`config.mk`:
```
export PLATFORM = sky130hd
export DESIGN_NAME = ddr_rd_burst_sched
export DESIGN_NICKNAME = d
export VERILOG_FILES = /design/src/rtl/ddr_rd_burst_sched.sv
export SDC_FILE = /design/constraint.sdc
export NUM_CORES = 1
export LEC_CHECK = 0
export BUFFER_PORTS_ARGS = -buffer_cell sky130_fd_sc_hd__buf_4
export CAP_MARGIN = 30
export CORE_ASPECT_RATIO = 0.6
export CORE_MARGIN = 2
export CORE_UTILIZATION = 40
export CTS_CLUSTER_SIZE = 25
export DETAILED_ROUTE_END_ITERATION = 7
export SLEW_MARGIN = 20
export SYNTH_ARGS = -nofsm -noshare
export SYNTH_HDL_FRONTEND = slang
export SYNTH_SLANG_ARGS = --single-unit
```
`constraint.sdc`:
```
create_clock -name M_AXI_ACLK -period 9.05 [get_ports M_AXI_ACLK]
set_clock_uncertainty 0.15 [all_clocks]
set_input_delay 1.81 -clock M_AXI_ACLK [delete_from_list [all_inputs] [get_ports M_AXI_ACLK]]
set_output_delay 1.81 -clock M_AXI_ACLK [all_outputs]
set_load 0.01 [all_outputs]
```
`src/rtl/ddr_rd_burst_sched.sv`:
```
`timescale 1ns/1ps
// ddr_rd_burst_sched: shares one DDR read port between NUM_CH video line
// requesters. It uses round-robin grants and keeps one burst outstanding at
// a time. Each granted line is issued as BURSTS_PER_LINE back-to-back bursts.
// Optional build macro: SCHED_TIMEOUT_EN adds a WAIT_DONE watchdog that
// abandons a stuck line and raises a sticky timeout_err.
module ddr_rd_burst_sched #(
    parameter int NUM_CH          = 2,
    parameter int AXI4_ADDR_WIDTH = 32,
    parameter int V_DISP          = 1080,
    parameter int LINE_BYTES      = 7680,
    parameter int BURSTS_PER_LINE = 2,
    parameter int BURST_BEATS     = 240,
    parameter int TIMEOUT         = 4096
) (
    input  logic                              M_AXI_ACLK,
    input  logic                              M_AXI_ARESETN,
    input  logic [NUM_CH-1:0]                 req_valid,
    input  logic [NUM_CH-1:0]                 req_sof,
    output logic [NUM_CH-1:0]                 req_ready,
    input  logic [NUM_CH*AXI4_ADDR_WIDTH-1:0] ch_base_addr,
    output logic                              burst_valid,
    input  logic                              burst_ready,
    output logic [AXI4_ADDR_WIDTH-1:0]        burst_addr,
    output logic [7:0]                        burst_len,
    output logic [1:0]                        burst_ch,
    input  logic                              burst_done,
    output logic                              busy,
    output logic                              timeout_err
);
    localparam int AW = AXI4_ADDR_WIDTH;
    localparam int LW = (V_DISP > 1) ? $clog2(V_DISP) : 1;
    localparam logic [AW-1:0] LINE_BYTES_A  = AW'(LINE_BYTES);
    localparam logic [AW-1:0] BURST_BYTES_A = AW'(BURST_BEATS * 16);
    localparam logic [1:0]    LAST_BURST    = 2'(BURSTS_PER_LINE - 1);
    localparam logic [LW-1:0] LAST_LINE     = LW'(V_DISP - 1);

    typedef enum logic [1:0] {IDLE, ISSUE, WAIT_DONE} state_t;

    state_t            state_reg, state_next;
    logic [1:0]        last_grant_reg;
    logic [1:0]        burst_idx_reg;
    logic [AW-1:0]     burst_addr_reg;
    logic [1:0]        burst_ch_reg;
    logic [NUM_CH*LW-1:0] line_cnt_flat;

    logic              grant_found;
    logic [1:0]        grant_ch;
    logic [1:0]        cand;
    logic              grant_fire;
    logic [3:0]        req_pad;
    logic [3:0]        sof_pad;
    logic [LW-1:0]     sel_line;
    logic [AW-1:0]     sel_base;
    logic              done_more;

`ifdef SCHED_TIMEOUT_EN
    localparam int WDW = $clog2(TIMEOUT + 1);
    localparam logic [WDW-1:0] WD_LAST = WDW'(TIMEOUT - 1);
    logic [WDW-1:0]    wd_cnt_reg;
    logic              timeout_err_reg;
    logic              wd_fire;
`endif

    // Round-robin search starting one past the last granted channel.
    always_comb begin
        req_pad     = 4'(req_valid);
        grant_found = 1'b0;
        grant_ch    = 2'd0;
        cand        = 2'd0;
        for (int k = 1; k <= NUM_CH; k++) begin
            cand = 2'((int'(last_grant_reg) + k) % NUM_CH);
            if (!grant_found && req_pad[cand]) begin
                grant_found = 1'b1;
                grant_ch    = cand;
            end
        end
    end

    assign grant_fire = (state_reg == IDLE) && grant_found;

    // Pick base address and line index of the channel being granted;
    // a start-of-frame request always starts at line 0.
    always_comb begin
        sof_pad  = 4'(req_sof);
        sel_base = '0;
        sel_line = '0;
        for (int c = 0; c < NUM_CH; c++) begin
            if (grant_ch == 2'(c)) begin
                sel_base = ch_base_addr[c*AW +: AW];
                sel_line = line_cnt_flat[c*LW +: LW];
            end
        end
        if (sof_pad[grant_ch]) sel_line = '0;
    end

    // Per-channel line counters and grant pulses.
    for (genvar gi = 0; gi < NUM_CH; gi++) begin : g_ch
        logic [LW-1:0] line_cnt_reg;

        // Advance this channel's line counter on its grant, wrapping at frame end.
        always_ff @(posedge M_AXI_ACLK or negedge M_AXI_ARESETN) begin
            if (!M_AXI_ARESETN)
                line_cnt_reg <= '0;
            else if (grant_fire && grant_ch == 2'(gi))
                line_cnt_reg <= (sel_line == LAST_LINE) ? '0 : sel_line + LW'(1);
        end

        assign line_cnt_flat[gi*LW +: LW] = line_cnt_reg;
        // Reset gating keeps req_ready low while reset is held, because IDLE is the reset state.
        assign req_ready[gi] = grant_fire && (grant_ch == 2'(gi)) && M_AXI_ARESETN;
    end

    // State register.
    always_ff @(posedge M_AXI_ACLK or negedge M_AXI_ARESETN) begin
        if (!M_AXI_ARESETN) state_reg <= IDLE;
        else                state_reg <= state_next;
    end

    // Next-state logic: one burst in flight, BURSTS_PER_LINE bursts per line.
    always_comb begin
        state_next = state_reg;
        done_more  = 1'b0;
`ifdef SCHED_TIMEOUT_EN
        wd_fire    = 1'b0;
`endif
        case (state_reg)
            IDLE:      if (grant_found) state_next = ISSUE;
            ISSUE:     if (burst_ready) state_next = WAIT_DONE;
            WAIT_DONE: begin
                if (burst_done) begin
                    if (burst_idx_reg < LAST_BURST) begin
                        done_more  = 1'b1;
                        state_next = ISSUE;
                    end else begin
                        state_next = IDLE;
                    end
                end
`ifdef SCHED_TIMEOUT_EN
                else if (wd_cnt_reg == WD_LAST) begin
                    wd_fire    = 1'b1;
                    state_next = IDLE;
                end
`endif
            end
            default:   state_next = IDLE;
        endcase
    end

    // Burst command datapath: address is formed on grant, then stepped per burst.
    always_ff @(posedge M_AXI_ACLK or negedge M_AXI_ARESETN) begin
        if (!M_AXI_ARESETN) begin
            last_grant_reg <= 2'(NUM_CH - 1);
            burst_idx_reg  <= 2'd0;
            burst_addr_reg <= '0;
            burst_ch_reg   <= 2'd0;
        end else if (grant_fire) begin
            last_grant_reg <= grant_ch;
            burst_ch_reg   <= grant_ch;
            burst_idx_reg  <= 2'd0;
            burst_addr_reg <= sel_base + AW'(sel_line) * LINE_BYTES_A;
        end else if (done_more) begin
            burst_idx_reg  <= burst_idx_reg + 2'd1;
            burst_addr_reg <= burst_addr_reg + BURST_BYTES_A;
        end
    end

`ifdef SCHED_TIMEOUT_EN
    // Watchdog: counts WAIT_DONE cycles from zero on each entry; sticky error flag.
    always_ff @(posedge M_AXI_ACLK or negedge M_AXI_ARESETN) begin
        if (!M_AXI_ARESETN) begin
            wd_cnt_reg      <= '0;
            timeout_err_reg <= 1'b0;
        end else begin
            if (state_reg == ISSUE && burst_ready) wd_cnt_reg <= '0;
            else if (state_reg == WAIT_DONE)       wd_cnt_reg <= wd_cnt_reg + WDW'(1);
            if (wd_fire) timeout_err_reg <= 1'b1;
        end
    end
    assign timeout_err = timeout_err_reg;
`else
    assign timeout_err = 1'b0;
`endif

    assign burst_valid = (state_reg == ISSUE);
    assign busy        = (state_reg != IDLE);
    assign burst_addr  = burst_addr_reg;
    assign burst_len   = 8'(BURST_BEATS - 1);
    assign burst_ch    = burst_ch_reg;

endmodule

```
==> results.yml <==
yosys:
  yosysWarnings: 0
  netlist.area_leader.share_pct: 26.42
  synth_commonest_cells: "130 x nand2_1, 59 x dfrtp_1, 57 x inv_1, 48 x a21oi_1, 47 x nor2_1"
  synth_cell_types: 64
  async_flop_share_pct: 100.0
  yosys.area_share.adder_pct: 15.45
  synthSimpleGateAreaFrac_pct: 21.54
  yosys_register_bits: 60
  synth.area.top_cells: "dfrtp_1 26%, ha_1 10%, nand2_1 8.7%, fa_1 5.4%, xnor2_1 5.3%"
  synth_top_family_by_area: "simple AND/OR/NAND/NOR gates"
  syn_inst: 693
  synth_edf_count: 0
  synth_xor_area_share_pct: 9.246
  synth-compound-area-share_pct: 17.53
  ys.flop_type: "dfrtp_1"
  synth_area_leader_cell: "dfrtp_1"
  synthMuxAreaShare_pct: 2.171
  synth_most_common_cell: "nand2_1"
  yosysSeqAreaShare_pct: 26.89
  syn-mean-instance-area_um2: 8.065
  synth.cell_area_um2: 5589
cts:
  cts.htree.levels: 3
  clockRootBuffer: "clkbuf_16"
  cts_resized: 0
  post_cts_buffers: 0
  cts_tree: "done"
  clk_latency_ns: 0.33
  clkSinkCount: 60
  cts_hold_buf: 0
  clockBufferDepth: 2
  cts_buffers: 9
  clk_pin_slew_ns: 0.06
global_route:
  groute.layer.met2.usage_pct: 32.42
  top_usage_layer: "met1"
  track_usage_pct: 22.11
  grt_util_met1_pct: 33.40
  grt_pass1_wl_mm: 25.84
  overflow: 0
  grt_pass1_vias: 5081
  antenna_found_initial: 0
  use_met3_pct: 4.409
  grt_max_degree: 63
sta:
  final-hold-violation-count: 0
  setup_violations: 0
  relSlewSlack_pct: 45.38
  final_max_slew_viol_count: 0
  rsz0062_at_grt: "no"
  fmaxAchievable_ghz: 0.1332
  period_share_pct: 82.98
  fin_setup_tns_ns: 0
  fin_crit_ns: 7.510
  worst_pin_slew_ns: 0.8193
die:
  num_rows: 33
  ios: 119
  core_um2: 13670
  die_w_um: 156.6
  start_util_pct: 40.90
  dieArea_um2: 14970
  die_y_um: 95.56
setup_path:
  r2r-start: "last_grant_reg[0]$_DFFE_PN1P_"
  crit_path_max_fanout: 47
  worstSetupPathType: "input port to flip-flop"
  crit_path_start: "req_valid[1]"
  reg2reg_to: "burst_addr[31]$_DFFE_PN0P_"
  crit_path_end: "burst_addr[31]$_DFFE_PN0P_"
  cp.required_ns: 9.14
  crit_path_end_kind: "flip-flop"
  crit_arrival_ns: 7.60
  r2r_cells: 24
  reg2reg_slack_ns: 2.66
  startpoint_type: "input port"
pwr:
  peakVddDrop_mv: 0.1121
  power.leakage_nw: 3.400
  cellPowerDensity_nw_per_um2: 235.6
outcome:
  outcome: "complete, no violations"
routing:
  drc: 0
  routedWlPerCell_um: 16.06
  drt_iter0_markers: 381
  drtAntennaViolNets: 0
  avgViaCountPerCell: 5.230
  drt_wl_total_mm: 15.91
  dr.pass1.iters: 5
  dr_total_vias: 5183
placed_design:
  port_buffers: 108
  dp_cells: 974
  detailed_place_hpwl_mm: 12.64
  finalWeightedCongestion: 0.8684
worst_hold_path:
  holdPathStages: 2
  hold_class: "flip-flop to flip-flop"
layout:
  multiInputGateArea_um2: 3734
  diodes: 0
  layout.cells.non_filler: 991
  largest_register_ffs: 32
  final-seq-area_um2: 1503
  drive_gt1_share_pct: 19.02
  syn_to_final_growth_pct: 22.77
  nets: 926
  fillCellCount: 1312
flow_run:
  cap_viol_max_count: 0
## metrics by stage
stage	hold WS, ns	utilization (%)	setup WS (ns)	area (um^2)	power, mW
2_1_floorplan	0.2956	-	1.697	5619	0.9526
3_3_place_gp	0.3102	47.95	1.419	6554	1.247
3_5_place_dp	0.3140	47.95	1.239	6554	1.262
4_1_cts	0.3279	50.15	1.586	6854	1.623
5_1_grt	0.3591	50.21	1.059	6862	1.750
6_report	0.3234	50.21	1.540	6862	1.616
## report_power, final
part	switching, mW	total, mW	internal (mW)	leakage [nW]
registers	0.0914	0.457	0.366	0.759
logic	0.458	0.806	0.348	2.49
clock network	0.139	0.353	0.215	0.150
## layout make-up
class / instances / share of cell area, %
well taps: 192 / 3.501
repair buffers: 116 / 12.69
flip-flops and latches: 60 / 21.90
clock buffers: 9 / 3.282
multi-input cells: 550 / 54.41
clock inverters: 7 / 1.094
inverters: 57 / 3.118
## worst min-delay path by stage
stage | start | endpoint | slack [ns]
2_1_floorplan | g_ch[0].line_cnt_reg[7]$_DFFE_PN0P_ | g_ch[0].line_cnt_reg[7]$_DFFE_PN0P_ | 0.30
3_3_place_gp | g_ch[0].line_cnt_reg[7]$_DFFE_PN0P_ | g_ch[0].line_cnt_reg[7]$_DFFE_PN0P_ | 0.31
3_5_place_dp | g_ch[0].line_cnt_reg[7]$_DFFE_PN0P_ | g_ch[0].line_cnt_reg[7]$_DFFE_PN0P_ | 0.31
4_1_cts | g_ch[0].line_cnt_reg[7]$_DFFE_PN0P_ | g_ch[0].line_cnt_reg[7]$_DFFE_PN0P_ | 0.33
5_1_grt | g_ch[0].line_cnt_reg[7]$_DFFE_PN0P_ | g_ch[0].line_cnt_reg[7]$_DFFE_PN0P_ | 0.36
6_report | g_ch[0].line_cnt_reg[7]$_DFFE_PN0P_ | g_ch[0].line_cnt_reg[7]$_DFFE_PN0P_ | 0.32
## critical path, stage by stage
cell	delay (ns)
buf_4	0.10
a21boi_4	0.17
buf_4	0.50
mux2i_1	0.17
nor2_1	0.30
fa_1	0.52
fa_1	0.53
ha_1	0.23
a21o_1	0.17
a21oi_1	0.22
nor2b_1	0.10
o211ai_1	0.16
nand2_1	0.11
a41oi_1	0.26
and2_1	0.20
xnor2_1	0.14
ha_1	0.31
a21o_1	0.20
a21oi_1	0.20
o21ai_0	0.14
a311oi_2	0.55
a21oi_1	0.12
xor2_1	0.19
o21ai_0	0.18
## routing by layer
| layer | wire length [um] | part of all wire, % | vias to the layer above |
|---|---|---|---|
| li1 | - | - | 2547 |
| met1 | 8501 | 53 | 2433 |
| met2 | 6262 | 39 | 189 |
| met3 | 1018 | 6.4 | 14 |
| met4 | 129 | 0.81 | 0 |
| met5 | 0 | 0 | - |
## cell families (layout without fill, tap and decap cells)
family | after synthesis | in the layout
multiplexers | 12 | 12
buffers and inverters | 91 | 189
AND/OR/NAND/NOR | 258 | 258
flip-flops | 60 | 60
XOR/XNOR | 59 | 59
AO/OA/AOI/OAI | 151 | 151
adder cells (fa/ha/maj) | 60 | 60
other | 2 | 10
## layout by cell type (no fill, tap or decap), drive strengths merged, types with 5 or more instances in the layout
cell type and count:
ha 45, xor2 25, a21o 5, nand2b 12, a21oi 48, or2 5
nor2 48, conb 10, o31ai 10, nand3 8, o211ai 5, mux2i 11
o21ai 41, a222oi 8, nor3 10, or3 5, inv 58, nand4 12
nand2 130, dfrtp 59, clkbuf 9, nor2b 9, fa 15, clkinv 5
xnor2 34, o21a 5, buf 116
(Power assumes the default switching activity.)
